==> src/rtl/dmux_lane_collector_if.sv <==
// Bus bundle between the bit demux side and the word sink.
// master = the side that drives bits and out_ready, slave = the collector.
interface dmux_lane_collector_if #(
  parameter int WIDTH = 8
);
  logic             bit_valid;
  logic             sel;
  logic             a;
  logic             b;
  logic             out_ready;
  logic             out_valid;
  logic             out_lane;
  logic [WIDTH-1:0] out_data;
  logic             overflow;

  modport master (
    output bit_valid, sel, a, b, out_ready,
    input  out_valid, out_lane, out_data, overflow
  );

  modport slave (
    input  bit_valid, sel, a, b, out_ready,
    output out_valid, out_lane, out_data, overflow
  );
endinterface

==> src/rtl/dmux_lane_collector.sv <==
// Reassembles the two demux lanes into WIDTH-bit words, buffers each lane in a
// DEPTH-entry FIFO and merges them round-robin onto one valid/ready output.
module dmux_lane_collector #(
  parameter int WIDTH = 8,
  parameter int DEPTH = 2
) (
  input logic                 clk,
  input logic                 rst_n,
  dmux_lane_collector_if.slave bus
);
  localparam int CNT_W  = (WIDTH > 2) ? $clog2(WIDTH) : 1;
  localparam int PTR_W  = $clog2(DEPTH);
  localparam int FCNT_W = PTR_W + 1;

  // Stage 0: per-lane partial words (only the WIDTH-1 oldest bits are kept;
  // the final bit comes straight from the input on the completing edge).
  logic [WIDTH-2:0]  shift_p0 [2];
  logic [CNT_W-1:0]  cnt_p0   [2];

  // Per-lane word FIFOs.
  logic [WIDTH-1:0]  mem      [2][DEPTH];
  logic [PTR_W-1:0]  wr_ptr   [2];
  logic [PTR_W-1:0]  rd_ptr   [2];
  logic [FCNT_W-1:0] fcnt     [2];
  logic              rr;

  // Stage 1: output register.
  logic              out_valid_p1;
  logic              out_lane_p1;
  logic [WIDTH-1:0]  out_data_p1;
  logic              overflow_p1;

  logic [1:0]        lane_bit;
  logic [1:0]        done;
  logic [1:0]        push;
  logic [1:0]        pop;
  logic [1:0]        nonempty;
  logic [WIDTH-1:0]  word [2];
  logic              load;
  logic              any;
  logic              gnt;
  logic              drop;

  // Word completion, FIFO push/pop decisions and round-robin grant.
  always_comb begin
    lane_bit = {bus.b, bus.a};
    load     = !out_valid_p1 || bus.out_ready;
    nonempty = {fcnt[1] != '0, fcnt[0] != '0};
    any      = |nonempty;
    gnt      = (&nonempty) ? rr : nonempty[1];
    pop      = 2'b00;
    if (load && any) pop[gnt] = 1'b1;
    done     = 2'b00;
    push     = 2'b00;
    word[0]  = '0;
    word[1]  = '0;
    for (int l = 0; l < 2; l++) begin
      word[l] = {shift_p0[l], lane_bit[l]};
      done[l] = bus.bit_valid && (bus.sel == 1'(l)) &&
                (cnt_p0[l] == CNT_W'(WIDTH - 1));
      // A full FIFO still accepts the word if it is popped on this edge.
      push[l] = done[l] && ((fcnt[l] < FCNT_W'(DEPTH)) || pop[l]);
    end
    drop = |(done & ~push);
  end

  // Shift the incoming bit into the selected lane and count toward a word.
  always_ff @(posedge clk or negedge rst_n) begin
    if (!rst_n) begin
      for (int l = 0; l < 2; l++) begin
        shift_p0[l] <= '0;
        cnt_p0[l]   <= '0;
      end
    end else if (bus.bit_valid) begin
      shift_p0[bus.sel] <= word[bus.sel][WIDTH-2:0];
      cnt_p0[bus.sel]   <= done[bus.sel] ? '0 : cnt_p0[bus.sel] + CNT_W'(1);
    end
  end

  // FIFO storage write (contents need no reset; occupancy is tracked by fcnt).
  always_ff @(posedge clk) begin
    for (int l = 0; l < 2; l++) begin
      if (push[l]) mem[l][wr_ptr[l]] <= word[l];
    end
  end

  // FIFO pointers and occupancy; pointers wrap naturally since DEPTH is 2^n.
  always_ff @(posedge clk or negedge rst_n) begin
    if (!rst_n) begin
      for (int l = 0; l < 2; l++) begin
        wr_ptr[l] <= '0;
        rd_ptr[l] <= '0;
        fcnt[l]   <= '0;
      end
    end else begin
      for (int l = 0; l < 2; l++) begin
        if (push[l]) wr_ptr[l] <= wr_ptr[l] + PTR_W'(1);
        if (pop[l])  rd_ptr[l] <= rd_ptr[l] + PTR_W'(1);
        fcnt[l] <= fcnt[l] + FCNT_W'(push[l]) - FCNT_W'(pop[l]);
      end
    end
  end

  // Output register load, round-robin pointer update and overflow pulse.
  always_ff @(posedge clk or negedge rst_n) begin
    if (!rst_n) begin
      out_valid_p1 <= 1'b0;
      out_lane_p1  <= 1'b0;
      out_data_p1  <= '0;
      overflow_p1  <= 1'b0;
      rr           <= 1'b0;
    end else begin
      overflow_p1 <= drop;
      if (load) begin
        if (any) begin
          out_valid_p1 <= 1'b1;
          out_lane_p1  <= gnt;
          out_data_p1  <= mem[gnt][rd_ptr[gnt]];
          rr           <= ~gnt;
        end else begin
          out_valid_p1 <= 1'b0;
        end
      end
    end
  end

  assign bus.out_valid = out_valid_p1;
  assign bus.out_lane  = out_lane_p1;
  assign bus.out_data  = out_data_p1;
  assign bus.overflow  = overflow_p1;
endmodule
==> src/flat_wrapper.sv <==
// flat-port wrapper written by rule: the top's interface ports become plain ports
module dmux_lane_collector_flat 
#(
  parameter int WIDTH = 8,
  parameter int DEPTH = 2
)
  (clk, rst_n, bus_bit_valid, bus_sel, bus_a, bus_b, bus_out_ready, bus_out_valid, bus_out_lane, bus_out_data, bus_overflow);
  dmux_lane_collector_if #(.WIDTH(WIDTH)) bus_i ();
  input logic clk;
  input logic rst_n;
  input wire logic [$bits(bus_i.bit_valid)-1:0] bus_bit_valid;
  input wire logic [$bits(bus_i.sel)-1:0] bus_sel;
  input wire logic [$bits(bus_i.a)-1:0] bus_a;
  input wire logic [$bits(bus_i.b)-1:0] bus_b;
  input wire logic [$bits(bus_i.out_ready)-1:0] bus_out_ready;
  output wire logic [$bits(bus_i.out_valid)-1:0] bus_out_valid;
  output wire logic [$bits(bus_i.out_lane)-1:0] bus_out_lane;
  output wire logic [$bits(bus_i.out_data)-1:0] bus_out_data;
  output wire logic [$bits(bus_i.overflow)-1:0] bus_overflow;
  assign bus_i.bit_valid = bus_bit_valid;
  assign bus_i.sel = bus_sel;
  assign bus_i.a = bus_a;
  assign bus_i.b = bus_b;
  assign bus_i.out_ready = bus_out_ready;
  assign bus_out_valid = bus_i.out_valid;
  assign bus_out_lane = bus_i.out_lane;
  assign bus_out_data = bus_i.out_data;
  assign bus_overflow = bus_i.overflow;
  dmux_lane_collector #(.WIDTH(WIDTH), .DEPTH(DEPTH)) u_core (.clk(clk), .rst_n(rst_n), .bus(bus_i));
endmodule
==> config.mk <==
export PLATFORM = sky130hd
export DESIGN_NAME = dmux_lane_collector_flat
export DESIGN_NICKNAME = d
export VERILOG_FILES = /design/src/rtl/dmux_lane_collector_if.sv /design/src/rtl/dmux_lane_collector.sv /design/src/flat_wrapper.sv
export SDC_FILE = /design/constraint.sdc
export NUM_CORES = 1
export LEC_CHECK = 0
export CAP_MARGIN = 20
export CORE_ASPECT_RATIO = 0.9
export CORE_MARGIN = 2
export CORE_UTILIZATION = 56
export CTS_CLUSTER_SIZE = 12
export DETAILED_ROUTE_END_ITERATION = 8
export DONT_BUFFER_PORTS = 1
export PLACE_DENSITY = 0.74
export SETUP_SLACK_MARGIN = 0.05
export SYNTH_ARGS = -nofsm -noshare
export SYNTH_HDL_FRONTEND = slang
export SYNTH_SLANG_ARGS = --single-unit
==> constraint.sdc <==
create_clock -name clk -period 2 [get_ports clk]
set_input_delay 0.4 -clock clk [delete_from_list [all_inputs] [get_ports clk]]
set_output_delay 0.4 -clock clk [all_outputs]
set_load 0.02 [all_outputs]
==> flow_summary.toml, run 1 <==
[outcome]
status = "finished, violations left"
failed_checks = "setup timing"

[timing]
period_minus_slack_ns = 2.003
slew_viol_final = 0
hold_slack_ns = 0.1478
fin_setup_tns_ns = -0.003175
max_freq_mhz = 499.2
setup_ws_ns = -0.003175
fin_skew_ns = 0.007053
hold_viol = 0
rsz0062_at_grt = "true"
min_period_over_period = 1.002
finalSetupViolations = 1
relSlewSlack = 0.6741
tightest_slew_ns = 0.4888

[grt]
grt_pass1_vias = 1697
antenna_found_initial = 0
grt_usage = 0.1978
grt_start_max_net_pins = 41
gr-total-overflow = 0
grt_pass1_wl_um = 8280

[critical_path]
critPathMaxStageDelay_ns = 0.54
end_kind = "flop"
cp-start-kind = "flop"
slowest_stage = "or4_4"
required_ns = 2.27
crit_arrival_ns = 2.27
crit_path_max_fanout = 2
crit_chain = "or4_4, and2_4, nor2b_4, ha_4, nor3_4, mux2i_1, xnor2_1"
path_class = "reg2reg"

[route]
drc = 0
vias_per_cell = 5.433
dr_total_vias = 1581
firstDrtPassIters = 4
ant_nets = 0
dr.first_iter.drc_count = 117
wl_per_cell_um = 17.24
drt-total-wl_um = 5016

[die]
die-width_um = 80.77
coreArea_um2 = 5192
dieArea_um2 = 5903
io_pins = 18
rows = 25
die_height_um = 73.09
start_util = 0.5720

[power]
max-vdd-ir-drop_mv = 0.7508
p_leak_uw = 0.001421
power_density_nw_per_um2 = 1487

[clock_network]
cts_htree_levels = 3
insertion_delay_ns = 0.34
cts_sinks = 72
clock_tree.root_cell = "clkbuf_8"
cts_buffers = 9
clockBufferDepth = 2
clkTransAtPathRegs_ns = 0.07
cts_tree = "yes"

[placement]
hpwl_um = 3385
port_buffers = 0
routabilityCongestion = 0.8771

[synth]
yosys_warnings = 0
ys.flop_type = "dfrtp_1"
yosysSeqAreaShare = 0.6605
synth_cell_types = 32
synth_area_per_cell_um2 = 15.00
syn_inst = 198
async_flop_share = 0.5556
syn-cell-area_um2 = 2970
synth_enable_flop_cells = 32
syn_nets = 208
synth-seq-cells = 72

[layout]
area_delta_synth_final_pct = 14.91
antenna_cells = 0
final_nets = 229
n_fill_cell = 388
drive_gt1_frac = 0.2857

[worst_hold_path]
hold_class = "in2reg"

[flow_run]
drv_cap = 0
==> path summary, 6_finish.rpt <==
| check | start | endpoint | slack (ns) | depth (start not counted) |
|---|---|---|---|---|
| min in group asynchronous | rst_n | u_core.shift_p0[10] | 0.50 | 2 |
| max in group asynchronous | rst_n | u_core.bus.overflow | 1.29 | 2 |
| min reg2reg | u_core.shift_p0[13] | u_core.mem[0][15] | 0.49 | 0 |
| max reg2reg | u_core.fcnt[2] | u_core.fcnt[3] | -0.003 | 7 |
| min | bus_a | u_core.mem[0][0] | 0.15 | 0 |
| max | u_core.fcnt[2] | u_core.fcnt[3] | -0.003 | 7 |
==> layout by cell type, fill, tap and decap left out <==
cell type	n
bufinv_16	1
or2_2	1
a21o_1	1
xnor2_1	7
o21bai_4	1
nor3_4	1
or4_4	1
a211o_1	1
a21boi_1	1
nand3_1	4
nand2_1	7
and2_1	1
nor2b_4	1
nand2b_1	5
ha_1	2
buf_4	15
clkinv_2	1
o21ai_0	8
clkinv_4	2
mux2_4	8
nor2_1	8
dfrtp_1	40
buf_12	1
xor2_1	3
dlygate4sd3_1	1
inv_6	1
clkinvlp_4	1
mux2_2	16
clkbuf_1	1
a21oi_1	2
o31ai_2	2
inv_1	8
a31oi_1	1
and2_4	1
o211ai_1	1
clkbuf_8	9
mux2i_1	25
ha_4	1
edfxtp_1	32
a32oi_1	1
==> cell usage after synthesis, drive strengths merged (3+ instances only) <==
cell	instances	area share
nand2b	5	0.011
edfxtp	32	0.32
o21ai	8	0.013
dfrtp	40	0.34
nand3	4	0.0067
xnor2	7	0.021
clkbuf	4	0.0051
inv	8	0.010
ha	3	0.013
nor2	8	0.010
mux2i	25	0.084
xor2	3	0.0088
mux2	24	0.10
buf	3	0.0072
nand2	7	0.0088
==> what timing repair did <==
item                                   4_1_cts  5_1_grt
endpoints found under the hold margin       40        0
setup endpoints to repair                    1        8
hold buffers                                 2        0
resized for setup                            2        3
pin swaps                                    1        2
setup buffers                                2        0
==> critical path: cells and delay by family (launching register included) <==
kind	cells	cell delay, ns
AND/OR/NAND/NOR	4	0.95
flip-flops	1	0.38
adder cells (fa/ha/maj)	1	0.24
multiplexers	1	0.23
XOR/XNOR	1	0.13
==> per-layer routing <==
metal | routed length (um) | vias to the layer above | track usage
li1 | - | 754 | -
met1 | 2087 | 784 | 0.2320
met2 | 2565 | 31 | 0.3213
met3 | 272 | 12 | 0.08663
met4 | 90 | 0 | 0.08098
met5 | 0 | - | 0
==> cell type report <==
cell class,instances,area (um2),area share
Timing Repair Buffer,17,142.6,0.04179
Clock inverter,6,68.82,0.02016
Sequential cell,72,1962,0.5748
Multi-Input combinational cell,111,998.5,0.2925
Clock buffer,10,127.6,0.03739
Tap cell,67,83.83,0.02456
Inverter,8,30.03,0.008798
==> cells by family after synthesis <==
group	synth area share
buf+inv	0.02232
flops	0.6605
mux	0.1853
simple gates	0.04971
xor+xnor	0.02949
compound gates	0.04002
fa+ha+maj	0.01264
==> power breakdown <==
| part | internal, uW | switching [uW] | total, uW |
|---|---|---|---|
| Clock | 582 | 525 | 1110 |
| Sequential | 1990 | 501 | 2490 |
| Combinational | 841 | 642 | 1480 |
| Total | 3410 | 1670 | 5080 |
==> stage by stage <==
step | utilization | setup WS [ns] | area, um2 | std cells | power [uW]
2_1_floorplan | - | 0.05806 | 2995 | 198 | 3504
3_3_place_gp | 0.6048 | 0.05316 | 3141 | 271 | 3764
3_5_place_dp | 0.6048 | -0.02594 | 3141 | 271 | 3858
4_1_cts | 0.6533 | 0.01092 | 3392 | 291 | 5061
5_1_grt | 0.6573 | -0.07625 | 3413 | 291 | 5379
6_report | 0.6573 | -0.003175 | 3413 | 291 | 5076
==> flip-flops by register name, indices dropped and copies added, names as in the netlist <==
signal                flops
u_core.bus.out_lane       1
u_core.wr_ptr             2
u_core.fcnt               4
u_core.rr                 1
u_core.mem               32
u_core.bus.overflow       1
u_core.cnt_p0             6
u_core.bus.out_valid      1
u_core.rd_ptr             2
u_core.shift_p0          14
u_core.bus.out_data       8
(Power assumes the default switching activity.)
==> inputs of run 2 (changes only) <==
--- a/config.mk
+++ b/config.mk
@@ -5,10 +5,12 @@
 export SDC_FILE = /design/constraint.sdc
 export NUM_CORES = 1
 export LEC_CHECK = 0
+export ABC_AREA = 1
 export CAP_MARGIN = 20
 export CORE_ASPECT_RATIO = 0.9
 export CORE_MARGIN = 2
 export CORE_UTILIZATION = 56
+export CTS_CLUSTER_DIAMETER = 200
 export CTS_CLUSTER_SIZE = 12
 export DETAILED_ROUTE_END_ITERATION = 8
 export DONT_BUFFER_PORTS = 1
==> run 2 against run 1 <==
Against the previous run:
- the flow now finishes without violations
- sequential power fell by 10%
- total power rose by 6.3%
- clock power is 28% higher
- flip-flop and latch count unchanged
- maximum frequency increased by 12%
- die area up 3.8%
- final cell count increased by 42%
- first-iteration DRC count is 20% higher
- sequential share of layout area decreased by 0.95 points
- largest cell class unchanged
- highest routed layer unchanged
==> flow_summary.toml, run 2 <==
[critical_path]
path_delay_family = "simple AND/OR/NAND/NOR gates"
r2r_start = "u_core.fcnt[3]"
cp-start-kind = "flop"
cp.depth = 8
end_kind = "flop"
slowest_stage = "dfrtp_1"
path_class = "reg2reg"
critPathLaunch = "u_core.fcnt[3]"
setup.worst_path.end = "u_core.mem[0][12]"
crit_path_max_fanout = 8
cp_common_cell = "nand2_2"
required_ns = 2.01
crit_chain = "nor2_1, a21oi_2, nand2_2, nand2_2, nand2_2, inv_2, nand2_1, inv_1"
rr_endpoint = "u_core.mem[0][12]"
critPathMaxStageDelay_ns = 0.46
crit_arrival_ns = 1.80
path_buf_inv = 2
r2r_setup_slack_ns = 0.21
reg2regPathDepth = 8

[grt]
grt_pass1_vias = 1891
grt_start_max_net_pins = 41
antenna_found_initial = 0
grt_usage = 0.2003
grt_pass1_wl_um = 8928
gr-total-overflow = 0

[die]
die-width_um = 82.31
dieArea_um2 = 6130
die_height_um = 74.48
io_pins = 18
start_util = 0.5846
coreArea_um2 = 5286
rows = 25

[timing]
fin_skew_ns = 0.006504
min_period_over_period = 0.8945
tightest_slew_ns = 0.3780
hold_viol = 0
setup_ws_ns = 0.2109
slew_viol_final = 0
max_freq_mhz = 559.0
finalSetupViolations = 0
rsz0062_at_grt = "false"
fin_setup_tns_ns = 0
relSlewSlack = 0.7471
period_minus_slack_ns = 1.789

[synth]
yosys_warnings = 0
yosysSeqAreaShare = 0.6348
yosys.area.top_type = "dfrtp_1"
yosysTopAreaCellShare = 0.3239
synth_area_per_cell_um2 = 9.480
synth.most_common_cell = "nand2_1"
syn_nets = 336
synth_area_leaders = "dfrtp_1, edfxtp_1, nand2_1, nand3_1, inv_1"
yosys-top-cells-count = "nand2_1, dfrtp_1, edfxtp_1, nand3_1, inv_1"
async_flop_share = 0.5556
syn-cell-area_um2 = 3090
synth_enable_flop_cells = 32
ys.flop_type = "dfrtp_1"
synth_cell_types = 24
synth-seq-cells = 72
syn_inst = 326

[layout]
final_common_cell = "nand2_1"
final_cell_mix = "nand2_1, dfrtp_1, edfxtp_1"
antenna_cells = 0
drive_gt1_frac = 0.1188
final_nets = 350
n_fill_cell = 392
largest_register_ffs = 32
area_delta_synth_final_pct = 12.31

[placement]
port_buffers = 0
place_ws_ns = 0.1926
routabilityCongestion = 0.8531
hpwl_um = 3831

[outcome]
status = "finished clean"

[route]
drt-total-wl_um = 5399
ant_nets = 0
dr.first_iter.drc_count = 140
drc = 0
wl_per_cell_um = 13.10
dr_total_vias = 2064
firstDrtPassIters = 4
vias_per_cell = 5.010

[clock_network]
clock_tree.root_cell = "clkbuf_8"
postCtsSetupBuffers = 0
cts_buffers = 9
clkTransAtPathRegs_ns = 0.08
cts_htree_levels = 3
insertion_delay_ns = 0.33
cts_sinks = 72
clockBufferDepth = 2
cts_tree = "yes"

[worst_hold_path]
whs_path_depth = 1
hold_class = "in2reg"

[power]
max-vdd-ir-drop_mv = 1.032
power_density_nw_per_um2 = 1555
p_leak_uw = 0.001719

[flow_run]
drv_cap = 0
## run 2: cell count changes after synthesis, moves of 6 or more
cell / previous run / this run
nand2_1: 7 / 155
mux2i_1: 25 / 0
nand2_2: 0 / 6
inv_1: 8 / 21
mux2_2: 16 / 1
mux2_4: 8 / 0
nand3_1: 4 / 25
## run 2: worst min-delay path by stage
| stage | start | to | slack (ns) |
|---|---|---|---|
| detailed placement | rst_n | u_core.bus.out_data[1] | 0.11 |
| global route | bus_b | u_core.mem[1][8] | 0.13 |
| finish | bus_out_ready | u_core.bus.out_valid | 0.16 |
| floorplan | rst_n | u_core.bus.out_data[0] | 0.10 |
| CTS | bus_a | u_core.mem[0][0] | 0.15 |
| global placement | rst_n | u_core.bus.out_data[1] | 0.11 |
## run 2: layout make-up
cell class              count  area (um2)  share of cell area
clock buffers              11       151.4             0.04362
clock inverters             5       102.6             0.02956
inverters                  27       101.3             0.02920
flip-flops and latches     72        1962              0.5652
repair buffers             10       90.09             0.02596
well taps                  67       83.83             0.02415
multi-input cells         220       979.7              0.2823
## run 2: layer usage
layer / routed length (um) / part of all wire / vias to the layer above / track usage
met4: 34 / 0.0063 / 0 / 0.06481
li1: - / - / 1068 / -
met2: 2505 / 0.46 / 51 / 0.3118
met1: 2539 / 0.47 / 941 / 0.2634
met3: 320 / 0.059 / 4 / 0.07282
met5: 0 / 0 / - / 0
## run 2: metrics by stage
stage          hold slack (ns)  instance area (um2)  utilization  total power (uW)  cells
6_report                0.1575                 3471       0.6566              5398    412
3_3_place_gp            0.1054                 3187       0.6028              3927    394
3_5_place_dp            0.1052                 3187       0.6028              3976    394
2_1_floorplan           0.1044                 3090            -              3625    326
5_1_grt                 0.1340                 3471       0.6566              5842    412
4_1_cts                 0.1463                 3471       0.6566              5428    412
## run 2: power breakdown
group	internal, uW	leakage, uW	switching [uW]
Clock	895	0.000126	521
Sequential	1880	0.000796	353
Combinational	628	0.000797	1130
Total	3400	0.00172	2000
## run 2: logic make-up after synthesis
family / Yosys count / share of synthesized area
flip-flops: 72 / 0.6348
buffers and inverters: 34 / 0.04818
AND/OR/NAND/NOR: 201 / 0.2660
adder cells (fa/ha/maj): 3 / 0.01215
XOR/XNOR: 5 / 0.01417
multiplexers: 1 / 0.003643
AO/OA/AOI/OAI: 10 / 0.02106
## run 2: worst register-to-register path, delay by kind of cell, from the launching register on
family / cells / cell delay (ns)
compound gates: 1 / 0.23
buf+inv: 2 / 0.28
simple gates: 5 / 0.50
flops: 1 / 0.46
## run 2: timing repair
item,in CTS,in global routing
hold buffers,2,0
gates resized for setup,0,1
endpoints found under the setup margin,0,8
endpoints found under the hold margin,40,0
==> inputs of run 3 (changes only) <==
--- a/config.mk
+++ b/config.mk
@@ -8,13 +8,12 @@
 export ABC_AREA = 1
 export CAP_MARGIN = 20
 export CORE_ASPECT_RATIO = 0.9
-export CORE_MARGIN = 2
 export CORE_UTILIZATION = 56
 export CTS_CLUSTER_DIAMETER = 200
 export CTS_CLUSTER_SIZE = 12
 export DETAILED_ROUTE_END_ITERATION = 8
 export DONT_BUFFER_PORTS = 1
-export PLACE_DENSITY = 0.74
+export PLACE_DENSITY = 0.71
 export SETUP_SLACK_MARGIN = 0.05
 export SYNTH_ARGS = -nofsm -noshare
 export SYNTH_HDL_FRONTEND = slang
==> run 3 against run 2 <==
Against the previous run:
- sequential power barely moved
- via count fell by 1.8%
- non-clock buffer count rose by 1
- cell area fell by 2.0%
- final cell count rose by 0.24%
- flip-flop and latch count did not move
- clock power fell by 30%
- clock skew rose by 0.00082 ns
- utilization fell by 1.3 points
- combinational power barely moved
- total power fell by 7.5%
==> flow_summary.toml, run 3 (synthesis results as in run 2) <==
[clock_network]
insertion_delay_ns = 0.33
cts_tree = "yes"
clockBufferDepth = 2
clkTransAtPathRegs_ns = 0.07
cts_htree_levels = 3
clock_tree.root_cell = "clkbuf_8"
cts_buffers = 9
cts_sinks = 72

[timing]
finalSetupViolations = 0
max_freq_mhz = 560.2
fin_skew_ns = 0.007320
period_minus_slack_ns = 1.785
tightest_slew_ns = 0.3529
min_period_over_period = 0.8925
hold_viol = 0
rsz0062_at_grt = "false"
relSlewSlack = 0.7639
fin_setup_tns_ns = 0
slew_viol_final = 0

[route]
drc = 0
ant_nets = 0
dr_total_vias = 2026
dr.first_iter.drc_count = 106
vias_per_cell = 4.906
wl_per_cell_um = 13.01
firstDrtPassIters = 4
drt-total-wl_um = 5373

[die]
die_height_um = 72.48
rows = 25
start_util = 0.5846
die-width_um = 80.31
coreArea_um2 = 5286
dieArea_um2 = 5820
io_pins = 18

[critical_path]
end_kind = "flop"
crit_arrival_ns = 1.79
required_ns = 2.01
cp-start-kind = "flop"
path_class = "reg2reg"
crit_path_max_fanout = 8
reg2regPathDepth = 8

[layout]
utilization = 0.6433
final_common_cell = "nand2_1"
area_delta_synth_final_pct = 10.04
drive_gt1_frac = 0.1156
final_cell_mix = "nand2_1, dfrtp_1, edfxtp_1"
largest_register_ffs = 32
final_nets = 351
n_fill_cell = 428
antenna_cells = 0

[placement]
routabilityCongestion = 0.8356
hpwl_um = 3872
port_buffers = 0

[flow_run]
drv_cap = 0

[grt]
grt_pass1_wl_um = 8990
grt_usage = 0.2138
gr-total-overflow = 0
antenna_found_initial = 0
grt_start_max_net_pins = 41
grt_pass1_vias = 1994

[worst_hold_path]
hold_class = "in2reg"
whs_path_depth = 0

[power]
power_density_nw_per_um2 = 1469
p_leak_uw = 0.001687
max-vdd-ir-drop_mv = 0.8602

[outcome]
status = "finished clean"
-- run 3: changes by cell type in the layout (fill, tap and decap cells not counted) --
cell and delta:
clkinv_2 +1, buf_4 +1, bufinv_16 -3, clkbuf_1 +2
-- run 3: critical path: stages, from the launching register on --
cell and delay (ns):
dfrtp_1 0.46, nor2_1 0.11, a21oi_2 0.22, nand2_2 0.11, nand2_2 0.12, nand2_2 0.09
inv_2 0.06, nand2_1 0.06, inv_1 0.23
-- run 3: worst paths after layout --
check,startpoint,end,slack (ns)
setup / recovery,u_core.fcnt[3],u_core.mem[0][14],0.21
hold / removal,bus_b,u_core.mem[1][8],0.16
setup reg to reg,u_core.fcnt[3],u_core.mem[0][14],0.21
hold reg to reg,u_core.shift_p0[6],u_core.mem[1][15],0.48
max in group asynchronous,rst_n,u_core.shift_p0[5],1.25
min in group asynchronous,rst_n,u_core.bus.out_data[7],0.55
-- run 3: where the power goes --
group	leakage, uW	internal (uW)	total, uW	switching (uW)
sequential	0.000796	1880	2220	344
combinational	0.000801	637	1780	1140
clock	0.0000894	515	998	484
total	0.00169	3030	5000	1970
-- run 3: metrics by stage --
step	power [uW]	instance area [um2]	std cells	hold WS (ns)	setup slack [ns]
floorplan	3625	3090	326	0.1044	0.2153
global placement	3955	3194	395	0.1052	0.2713
detailed placement	4001	3194	395	0.1052	0.1995
CTS	5033	3401	413	0.1406	0.1939
global route	5409	3401	413	0.1369	0.07983
finish	4995	3401	413	0.1578	0.2150
-- run 3: repair_timing --
action                     4_1_cts  5_1_grt
gates resized for setup          0        1
hold endpoints to repair        40        0
setup endpoints to repair        0        8
buffers inserted                 0        0
hold buffers                     2        0
-- run 3: per-layer routing --
metal | global-route usage | wire (um) | up-vias
met2 | 0.3381 | 2425 | 42
met1 | 0.2780 | 2634 | 913
met4 | 0.08333 | 53 | 0
li1 | - | - | 1065
met5 | 0 | 0 | -
met3 | 0.06541 | 260 | 6
-- run 3: layout make-up --
cell class / count / area, um2 / area share
multi-input cells: 220 / 979.7 / 0.2881
inverters: 27 / 101.3 / 0.02980
clock buffers: 13 / 158.9 / 0.04673
clock inverters: 3 / 17.52 / 0.005151
flip-flops and latches: 72 / 1962 / 0.5769
well taps: 67 / 83.83 / 0.02465
repair buffers: 11 / 97.59 / 0.02870
